## config.mk

```make
export PLATFORM = sky130hd
export DESIGN_NAME = pc_unit
export DESIGN_NICKNAME = d
export VERILOG_FILES = /design/src/rtl/mips_pkg.sv /design/src/rtl/pc_range_chk.sv /design/src/rtl/pc_unit.sv
export SDC_FILE = /design/constraint.sdc
export NUM_CORES = 1
export LEC_CHECK = 0
export BUFFER_PORTS_ARGS = -buffer_cell sky130_fd_sc_hd__buf_2
export CORE_AREA = 2 2 108 110
export CTS_CLUSTER_DIAMETER = 60
export CTS_CLUSTER_SIZE = 20
export DETAILED_ROUTE_END_ITERATION = 6
export DIE_AREA = 0 0 110 112
export GPL_ROUTABILITY_DRIVEN = 1
export PLACE_DENSITY_LB_ADDON = 0.12
export SYNTH_ARGS = -nofsm -noshare
export SYNTH_HDL_FRONTEND = slang
export SYNTH_HIERARCHICAL = 1
export SYNTH_SLANG_ARGS = --single-unit
```

## constraint.sdc

```tcl
create_clock -name clk -period 5.3 [get_ports clk]
set_input_delay 0.795 -clock clk [delete_from_list [all_inputs] [get_ports clk]]
set_output_delay 0.795 -clock clk [all_outputs]
set_load 0.01 [all_outputs]
```

## src/rtl/mips_pkg.sv

```systemverilog
`default_nettype none
// ============================================================================
// Module   : mips_pkg
// Brief    : Shared encodings and default vectors for fetch, CP0 and IM.
// Revision : 1.0
// ============================================================================
package mips_pkg;

  localparam logic [2:0] PC_SEQ = 3'b000;
  localparam logic [2:0] PC_BR  = 3'b001;
  localparam logic [2:0] PC_J   = 3'b010;
  localparam logic [2:0] PC_JR  = 3'b011;

  localparam logic [0:0] ST_RUN   = 1'b0;
  localparam logic [0:0] ST_FLUSH = 1'b1;

  typedef enum logic [0:0] {
    PS_RUN   = ST_RUN,
    PS_FLUSH = ST_FLUSH
  } pc_state_e;

  localparam logic [31:0] C_RESET_PC   = 32'h0000_3000;
  localparam logic [31:0] C_EXC_PC     = 32'h0000_4180;
  localparam logic [31:0] C_IMEM_BASE  = 32'h0000_3000;
  localparam logic [31:0] C_IMEM_BYTES = 32'h0000_3000;

endpackage
`default_nettype wire

```

## src/rtl/pc_range_chk.sv

```systemverilog
`default_nettype none
// ============================================================================
// Module   : pc_range_chk
// Brief    : Word-alignment and instruction-window check for a fetch address.
// Revision : 1.0
// ============================================================================
module pc_range_chk
  import mips_pkg::*;
#(
  parameter int          W          = 32,
  parameter logic [W-1:0] IMEM_BASE  = W'(C_IMEM_BASE),
  parameter logic [W-1:0] IMEM_BYTES = W'(C_IMEM_BYTES)
) (
  input  logic [W-1:0] addr,
  output logic         adel
);

  // One extra bit keeps base+size from wrapping at the top of the address space.
  localparam logic [W:0] C_LO = {1'b0, IMEM_BASE};
  localparam logic [W:0] C_HI = {1'b0, IMEM_BASE} + {1'b0, IMEM_BYTES};

  logic [W:0] w_addr_ext;
  logic       w_misaligned;
  logic       w_below;
  logic       w_above;

  assign w_addr_ext   = {1'b0, addr};
  assign w_misaligned = (addr[1:0] != 2'b00);
  assign w_below      = (w_addr_ext < C_LO);
  assign w_above      = (w_addr_ext >= C_HI);
  assign adel         = w_misaligned | w_below | w_above;

endmodule
`default_nettype wire

```

## src/rtl/pc_unit.sv

```systemverilog
`default_nettype none
// ============================================================================
// Module   : pc_unit
// Brief    : Registered PC with next-PC selection, delay-slot flag and flush.
// Revision : 1.0
// ============================================================================
module pc_unit
  import mips_pkg::*;
#(
  parameter int          W          = 32,
  parameter logic [W-1:0] RESET_PC   = W'(C_RESET_PC),
  parameter logic [W-1:0] EXC_PC     = W'(C_EXC_PC),
  parameter logic [W-1:0] IMEM_BASE  = W'(C_IMEM_BASE),
  parameter logic [W-1:0] IMEM_BYTES = W'(C_IMEM_BYTES)
) (
  input  logic         clk,
  input  logic         reset,
  input  logic         en,
  input  logic [2:0]   pc_sel,
  input  logic         br_cond,
  input  logic [W-1:0] br_target,
  input  logic [W-1:0] j_target,
  input  logic [W-1:0] jr_target,
  input  logic         exc_req,
  input  logic         eret_req,
  input  logic [W-1:0] epc,
  output logic [W-1:0] pc,
  output logic [W-1:0] pc4,
  output logic [W-1:0] pc8,
  output logic         bd_f,
  output logic         adel_f,
  output logic         flushing
);

  logic [W-1:0] r_pc;
  logic         r_bd;
  pc_state_e    r_state;

  logic [W-1:0] w_pc_next;
  logic         w_bd_next;
  pc_state_e    w_state_next;
  logic [W-1:0] w_pc4;

  assign w_pc4 = r_pc + W'(4);

  always_ff @(posedge clk or posedge reset) begin
    if (reset) begin
      r_pc    <= RESET_PC;
      r_bd    <= 1'b0;
      r_state <= PS_RUN;
    end else begin
      r_pc    <= w_pc_next;
      r_bd    <= w_bd_next;
      r_state <= w_state_next;
    end
  end

  // Stalls hold everything; a stalled redirect is re-presented by D, not latched here.
  always_comb begin
    w_pc_next    = r_pc;
    w_bd_next    = r_bd;
    w_state_next = r_state;
    if (exc_req) begin
      w_pc_next    = EXC_PC;
      w_bd_next    = 1'b0;
      w_state_next = PS_FLUSH;
    end else if (eret_req) begin
      w_pc_next    = epc;
      w_bd_next    = 1'b0;
      w_state_next = PS_FLUSH;
    end else if (en) begin
      if (r_state == PS_FLUSH) begin
        w_pc_next    = w_pc4;
        w_bd_next    = 1'b0;
        w_state_next = PS_RUN;
      end else begin
        w_state_next = PS_RUN;
        case (pc_sel)
          PC_BR: begin
            w_pc_next = br_cond ? br_target : w_pc4;
            w_bd_next = 1'b1;
          end
          PC_J: begin
            w_pc_next = j_target;
            w_bd_next = 1'b1;
          end
          PC_JR: begin
            w_pc_next = jr_target;
            w_bd_next = 1'b1;
          end
          default: begin
            w_pc_next = w_pc4;
            w_bd_next = 1'b0;
          end
        endcase
      end
    end
  end

  pc_range_chk #(
    .W          (W),
    .IMEM_BASE  (IMEM_BASE),
    .IMEM_BYTES (IMEM_BYTES)
  ) u_range_chk (
    .addr (r_pc),
    .adel (adel_f)
  );

  assign pc       = r_pc;
  assign pc4      = w_pc4;
  assign pc8      = r_pc + W'(8);
  assign bd_f     = r_bd;
  assign flushing = (r_state == PS_FLUSH);

endmodule
`default_nettype wire

```

### Word-level counts from Yosys, hierarchy flattened

Cells that the tools add are included.
Widths: inputs -> output; s select.

* $lt $le $gt $ge: 2
* multiplexer cells: 14
* bitwise gates (word level): 2
* eq/ne operators: 3
* $add $sub $neg: 2
* reductions and logical operators: 3

Operator list (number)
* $mux 32: 5
* $pmux 32 s3: 1
* $add 32x3->32 const B: 1
* $add 32x4->32 const B: 1
* $ge 32x15->1 const B: 1
* $lt 32x14->1 const B: 1
* $mux 1: 8
* $eq 3x2->1 const B: 2
* $eq 3x1->1 const B: 1
* $reduce_bool 3->1: 1
* $reduce_or 3->1: 1
* $or 1x1->1: 2
* $reduce_bool 2->1: 1

* output and inout port bits: 99
* logic and storage cells: 29
* flip-flop bits (word level): 34
* bits of input ports: 137

### Logic depth before layout (Yosys ltp)

Gate-level depths: netlist of the first run.

* word-level depth: 7
* mapped depth: 9
* depth with buffers taken out: 6

### Cells and area by module

Netlist of the first run, hierarchy kept.

Modules (own cells, without submodules)
* pc_unit: times used 1, area an instance 4340.4 um2, cells each 554, sequential area each 853.3 um2
* pc_range_chk: times used 1, area an instance 56.3 um2, cells each 9, sequential area each 0.0 um2

### Worst setup path after synthesis of the first run

No wires, ideal clock.

* kind: register to output
* start: reg r_pc[4] (netlist: pc[4])
* end: out pc8[25]
* stages on the path, launching flop included: 7
* arrival: 1.826 ns
* path buffers: 0
* slack: 2.679 ns
* data required time: 4.505 ns
* path through: dfrtp_1 > ha_1 > nand3_1 > nor4_2 > nand3_2 > nor2_1 > xor2_1

* cells in the longest elaborated chain, start to end: 1

RTL lines
* start, declared: RTL line pc_unit.sv:35 `logic [W-1:0] r_pc;`
* start signal, assigned: RTL line pc_unit.sv:52 `r_pc <= w_pc_next;`
* $add 32x4->32: RTL line pc_unit.sv:111 `assign pc8 = r_pc + W'(8);`
* end, declared: RTL line pc_unit.sv:29 `output logic [W-1:0] pc8,`

No other way between the ends.

### Worst setup path in the final report of the first run

Ends and elaborated chain as after synthesis.

==> results.txt, run 1 <==
----------------------------------------------------
[Floorplanning]
  Ports ... 236
  Standard cell core area ... 11170 sq um
  Effective utilization at floorplan ... 39.35%
  Die Ht ... 112 microns
  Die extent in x ... 110 microns
  Row count ... 39
  Area of the die ... 12320 sq um

[Synthesis]
  Syn Area/Cell ... 7.809 sq um
  Synthesized netlist cell count ... 563
  Net Count, Synth ... 702
  Seq cells post-synth ... 34
  Warnings, synthesis ... 6
  Number of different library cells in the post-synthesis netlist ... 75
  Synthesized cell area ... 4397 sq um
  Commonest register cell after synthesis ... dfrtp_1
  Sequential share of the synthesized area ... 19.41%
  Count of flip-flops with a built-in enable after synthesis ... 0
  Share of synthesized flip-flops with an asynchronous set or reset ... 100.0%

[Min path]
  Hold WC Path Type ... register to register

[Cells and area]
  Area Growth Syn to Fin ... 26.29%
  Layout Utilization ... 49.69%
  Fraction of final layout cells sized beyond drive strength 1 ... 37.87%
  Diodes inserted ... 0
  Area occupied by multi-input gates ... 3110 sq um
  Register Area ... 853.3 sq um
  Filler cell count ... 1132
  Finished Layout Cells ... 893
  Nets ... 888

[Clocking]
  CTS tree ... done
  Post-CTS Resized ... 0
  Cts hold-fix bufs ... 0
  Maximum level of the CTS H-tree ... 2
  Clock Tree Root ... clkbuf_16
  Post-CTS Setup Inserts ... 0
  Number of buffers on the longest clock path ... 2
  Clk pin slew, worst setup/hold paths ... 60 ps
  Worst-skew pair later-pin latency ... 290 ps
  Total clock sinks ... 34
  Cts bufs inserted ... 5

[Power and ir drop]
  PwrDens ... 180.2 nW/um^2
  Leakage Power ... 2.717 nW
  IR Drop Worst-Case VDD ... 104.2 uV

[GRT]
  Overall fraction of global-route tracks in use ... 29.82%
  Global-route wire length before repair ... 28.19 mm
  Maximum number of pins on one net before global-route repair ... 36
  Global-route track usage on met3 ... 5.855%
  GR Overflow Total ... 0
  GR Util met1 ... 38.58%
  Vias in the first global route ... 5058
  Grt met2 use ... 49.24%
  Initial antenna violation count ... 0
  Global routing's busiest layer ... met2

[STA]
  Max Freq ... 0.2935 GHz
  Final sum of negative setup slack ... 0 ps
  Setup Viol. Count Final ... 0
  RSZ-0062 raised after global routing ... false
  Worst slew margin relative to its limit ... 6.405%
  Worst-Margin Slew ... 1401 ps
  Endpoints failing hold ... 0
  Final period utilization ... 64.29%
  Final min period ... 3408 ps
  Clock tree skew after final layout ... 5.108 ps
  Worst slack on hold paths ... 587.1 ps
  Count of pins over their slew limit ... 0

[Worst setup path]
  Critical-path top delay cell ... nor4_2
  Setup crit end ... pc8[25]
  Endpoint of the worst-slack reg-to-reg timing path ... pc[30]
  Largest stage delay on the critical path ... 670 ps
  Cell-by-cell listing of the critical path ... ha_1 -> nand3_1 -> nor4_2 -> nand3_2 -> nor2_1 -> xor2_1 -> buf_2
  Startpoint of the worst-slack reg-to-reg timing path ... pc[2]
  Flop2flop setup slack ... 2870 ps
  Type of element launching the critical path ... register
  Launching instance or port of the critical path ... pc[4]
  Required arrival time at the worst endpoint ... 4510 ps
  Data arrival at the endpoint of the critical path ... 2610 ps
  Number of cell instances on the worst register-to-register path ... 6
  Critical-path maximum fanout ... 6
  Endpoint type of the worst setup path ... output port
  Type of the worst setup path ... register to output port

[Route]
  Total vias in the final route ... 5295
  Final Routed Wirelength ... 18.72 mm
  # DRC ... 0
  1st-pass router iterations ... 4
  Average wire length per cell after detail routing ... 20.97 microns
  Antenna viol nets, final ... 0
  Drt via density ... 5.929
  Count of routing violations after the opening detailed-route iteration ... 412

[Flow run]
  Max-capacitance violation count ... 0

[Placement]
  Placed wire-length estimate after detailed placement ... 13.93 mm
  Number of I/O port buffers ... 235
  Placer congestion estimate ... 0.9098
  Cells after DPL ... 885

[Outcome]
  Run status ... completed

----------------------------------------------------
==> cell usage in the layout, fill, tap and decap left out, types with 6 or more instances in the layout <==
master,n
xnor2_1,33
nor2_1,45
buf_2,235
nor3_1,20
o311ai_0,6
dfrtp_1,32
a22oi_1,14
a21oi_1,28
nand3_1,11
o21ai_0,38
buf_4,6
o31ai_1,6
o2bb2ai_1,9
mux2_2,15
nor4_1,6
nand2_1,63
xor2_1,22
inv_1,9
mux2i_1,20
nand4_1,10
a221oi_1,11
==> worst max-delay path, delay by kind of cell, from the launching register on <==
family,cells,cell delay [ps]
AND/OR/NAND/NOR,4,1270
flip-flops,1,450
adder cells (fa/ha/maj),1,310
XOR/XNOR,1,150
buffers and inverters,1,140
==> per-layer routing <==
| layer | up-vias | routed length [microns] | share of wire [%] |
|---|---|---|---|
| met1 | 2535 | 7577 | 40 |
| li1 | 2422 | - | - |
| met5 | - | 0 | 0 |
| met4 | 0 | 462 | 2.5 |
| met2 | 304 | 9027 | 48 |
| met3 | 34 | 1655 | 8.8 |
==> cells by family (layout without fill, tap and decap cells) <==
logic type	Yosys count	after routing	synth area share [%]
AOI/OAI and AO/OA	157	157	24.39
xor gates and xnor gates	55	55	10.96
adders and majority gates	2	2	0.5691
buffers and inverters	73	260	9.846
DFF	34	34	19.41
muxes	35	35	8.395
and+or+nand+nor	207	207	26.44
==> cell usage after synthesis, types with 3 or more instances <==
library cell  count  area, sq um
and2_1            4        25.02
nor4_1            6        37.54
nand2b_1          4        25.02
or3_1             5        31.28
o21ai_0          38        190.2
buf_2            20        100.1
mux2_2           15        168.9
nand4_4           4        85.08
nand3_1          11        55.05
o2bb2ai_1         9        78.83
inv_1             9        33.78
o22ai_1           4        25.02
o311ai_0          6        52.55
a21o_1            3        22.52
xnor2_1          33        289.0
nand4_1          10        62.56
a211oi_1          3        22.52
a21oi_1          28        140.1
a22o_1            3        26.28
a22oi_1          14        105.1
nor4bb_1          4        40.04
nor3_1           20        100.1
nor2_1           45        168.9
nand2_1          63        236.5
mux2i_1          20        200.2
a211o_1           5        43.79
clkbuf_1         16        60.06
buf_4            13        97.59
dfrtp_1          32        800.8
o211ai_1          3        22.52
a31oi_1           4        25.02
and3_1            5        31.28
a221oi_1         11        96.34
xor2_1           22        192.7
nor3b_1           3        22.52
o31ai_1           6        45.04
buf_6            10        112.6
a21boi_0          4        30.03
a221o_1           3        30.03
==> through the flow <==
| stage | cell area (sq um) | total power, mW | setup slack (ps) |
|---|---|---|---|
| after detailed placement | 5405 | 0.6871 | 2221 |
| after global placement | 5405 | 0.6830 | 2240 |
| after global routing | 5553 | 1.048 | 1687 |
| final | 5553 | 1.001 | 1892 |
| after CTS | 5553 | 0.9993 | 1922 |
| after floorplan | 4397 | 0.5403 | 2679 |
==> report_power, final <==
group          switching, mW  leakage, nW  total (mW)  internal [mW]
sequential            0.0595        0.430       0.338          0.279
combinational          0.191         2.21       0.348          0.157
clock                  0.127       0.0739       0.314          0.187
==> final cells by class <==
type / count / area share (%)
clock buffers: 7 / 2.569
clock inverters: 1 / 0.09013
inverters: 11 / 0.7436
multi-input cells: 456 / 56.02
flip-flops and latches: 34 / 15.37
well taps: 143 / 3.222
repair buffers: 241 / 21.99
==> registers in the layout (all words and copies together), names as in the netlist <==
register	count
pc	32
bd_f	1
flushing	1
==> worst min-delay path by stage <==
stage / from / to / slack [ps] / cells after the start
after floorplan: pc[13] / pc[13] / 570 / 2
after global placement: flushing / flushing / 570 / 2
after detailed placement: flushing / flushing / 590 / 2
after CTS: flushing / flushing / 590 / 2
after global routing: flushing / flushing / 630 / 2
final: flushing / flushing / 590 / 2
No activity file was read; power rests on OpenSTA's default activity.
==> run 2: changes to the inputs <==
Settings changed: ABC_AREA set to 1.
Clock period 5.3 ns to 3.3 ns, I/O delays scaled along.
==> run 2 against run 1 <==
- largest power group unchanged
- clock skew grew 0.64 ps
- sequential power grew 59%
- sequential share of layout area shrank 0.42 points
==> results.txt, run 2 <==
----------------------------------------------------
[Outcome]
  Run status ... completed

[STA]
  Endpoints failing hold ... 0
  Final sum of negative setup slack ... 0 ps
  RSZ-0062 raised after global routing ... false
  Worst slew margin relative to its limit ... 52.04%
  Count of pins over their slew limit ... 0
  Setup Viol. Count Final ... 0
  Worst-Margin Slew ... 716.9 ps
  Final worst slack ... 617.0 ps
  Max Freq ... 0.3727 GHz
  Clock tree skew after final layout ... 5.746 ps
  Worst slack on hold paths ... 317.4 ps
  Final min period ... 2683 ps
  Final period utilization ... 81.30%

[Power and ir drop]
  Leakage Power ... 3.158 nW
  IR Drop Worst-Case VDD ... 180.5 uV
  PwrDens ... 276.7 nW/um^2

[Clocking]
  Total clock sinks ... 34
  Number of buffers on the longest clock path ... 2
  Maximum level of the CTS H-tree ... 2
  Post-CTS Resized ... 0
  Clock Tree Root ... clkbuf_16
  Clk pin slew, worst setup/hold paths ... 60 ps
  Cts bufs inserted ... 5
  CTS tree ... done
  Cts hold-fix bufs ... 0
  Post-CTS Setup Inserts ... 0
  Worst-skew pair later-pin latency ... 280 ps

[Cells and area]
  Flip-flop count of the largest register, all copies and words added ... 32
  Area Growth Syn to Fin ... 31.69%
  Most frequent cells in the layout ... nand2_1 (317), buf_2 (235), nor2_1 (98)
  Diodes inserted ... 0
  Nets ... 1137
  Filler cell count ... 1252
  Fraction of final layout cells sized beyond drive strength 1 ... 29.23%
  Finished Layout Cells ... 1142
  Layout Utilization ... 51.09%
  Commonest non-fill, non-tap cell in the layout ... nand2_1

[Placement]
  Place WS ... 752.4 ps
  Placed wire-length estimate after detailed placement ... 13.35 mm
  Cells after DPL ... 1134
  Number of I/O port buffers ... 235
  Placer congestion estimate ... 0.9491

[Synthesis]
  Synthesized cell area ... 4335 sq um
  Warnings, synthesis ... 6
  Largest area contributor in the synthesized netlist ... nand2_1
  Share of synthesized flip-flops with an asynchronous set or reset ... 100.0%
  Synthesized netlist cell count ... 782
  Share of the synthesized area in the top cell type ... 27.45%
  Commonest register cell after synthesis ... dfrtp_1
  Seq cells post-synth ... 34
  Most used standard cells in the synthesized netlist ... nand2_1 (317), nor2_1 (100), nand3_1 (85), inv_1 (62), dfrtp_1 (32)
  Count of flip-flops with a built-in enable after synthesis ... 0
  Cell types with the largest area share after synthesis ... nand2_1 (27%), dfrtp_1 (18%), nand3_1 (9.8%)
  Number of different library cells in the post-synthesis netlist ... 31
  Syn Area/Cell ... 5.544 sq um
  Sequential share of the synthesized area ... 19.68%
  Net Count, Synth ... 921
  Most frequently used cell type in the post-synthesis netlist ... nand2_1

[Floorplanning]
  Effective utilization at floorplan ... 38.80%
  Ports ... 236
  Die Ht ... 112 microns
  Area of the die ... 12320 sq um
  Standard cell core area ... 11170 sq um
  Die extent in x ... 110 microns
  Row count ... 39

[Worst setup path]
  Critical-path maximum fanout ... 7
  Startpoint of the worst-slack reg-to-reg timing path ... pc[2]
  Launching instance or port of the critical path ... pc[2]
  Required arrival time at the worst endpoint ... 2800 ps
  Number of cell instances on the worst register-to-register path ... 8
  Endpoint type of the worst setup path ... output port
  Type of the worst setup path ... register to output port
  Data arrival at the endpoint of the critical path ... 2190 ps
  Setup crit end ... pc4[14]
  Endpoint of the worst-slack reg-to-reg timing path ... pc[14]
  Type of element launching the critical path ... register
  Flop2flop setup slack ... 1260 ps

[Flow run]
  Max-capacitance violation count ... 0

[Route]
  Drt via density ... 4.948
  1st-pass router iterations ... 5
  Antenna viol nets, final ... 0
  Final Routed Wirelength ... 16.68 mm
  Average wire length per cell after detail routing ... 14.61 microns
  # DRC ... 0
  Total vias in the final route ... 5651
  Count of routing violations after the opening detailed-route iteration ... 337

[GRT]
  Overall fraction of global-route tracks in use ... 27.29%
  GR Overflow Total ... 0
  Maximum number of pins on one net before global-route repair ... 35
  Initial antenna violation count ... 0
  Vias in the first global route ... 5324
  Global-route wire length before repair ... 26.52 mm

[Min path]
  Hold WC Path Type ... primary input to async pin

----------------------------------------------------
run 2: cell types whose count changed after synthesis, moves of 20 or more:
cell and change:
mux2i_1 -20, nand3_1 +74, inv_1 +53, nor2_1 +55, xnor2_1 -30, nand2_1 +254, o21ai_0 -34
run 2: layout make-up:
| cell class | instances | area [sq um] | share of cell area (%) |
|---|---|---|---|
| Tap cell | 143 | 178.9 | 3.134 |
| Sequential cell | 34 | 853.3 | 14.95 |
| Inverter | 66 | 247.7 | 4.339 |
| Timing Repair Buffer | 244 | 1244 | 21.78 |
| Clock buffer | 8 | 136.4 | 2.389 |
| Multi-Input combinational cell | 647 | 3049 | 53.41 |
run 2: metrics by stage:
step                cell area, sq um  total power, mW
finish                          5709            1.580
global route                    5709            1.679
CTS                             5709            1.582
detailed placement              5573            1.122
global placement                5573            1.121
floorplan                       4335           0.8517
run 2: metal layers:
layer | GRT usage [%] | part of all wire (%)
met5 | 0 | 0
met4 | 4.641 | 1.3
met1 | 37.15 | 43
met2 | 44.70 | 47
met3 | 5.796 | 8.5
run 2: report_power, final:
| part | leakage (nW) | internal [mW] | total (mW) | switching (mW) |
|---|---|---|---|---|
| combinational | 2.66 | 0.240 | 0.581 | 0.341 |
| clock | 0.0652 | 0.281 | 0.462 | 0.181 |
| sequential | 0.429 | 0.452 | 0.537 | 0.0855 |
run 2: worst min path at each step:
| stage | start | end |
|---|---|---|
| 4_1_cts | reset | pc[25] |
| 3_5_place_dp | bd_f | bd_f |
| 5_1_grt | reset | pc[23] |
| 6_report | reset | pc[30] |
| 3_3_place_gp | bd_f | bd_f |
| 2_1_floorplan | pc[12] | pc[12] |
run 2: kinds of logic (layout without fill, tap and decap cells):
logic type	Yosys count	after routing	share of synthesized area [%]
AOI/OAI and AO/OA	34	34	4.070
xor gates and xnor gates	34	34	7.042
adders and majority gates	2	2	0.5771
buffers and inverters	101	318	10.10
DFF	34	34	19.68
and+or+nand+nor	577	577	58.53
run 2: critical path: stages (launching register included):
cell     delay, ps
dfrtp_1        520
ha_1           310
inv_1           80
nor2_1         210
nand2_2        150
o21ai_0        370
nand2_1        100
buf_2          160
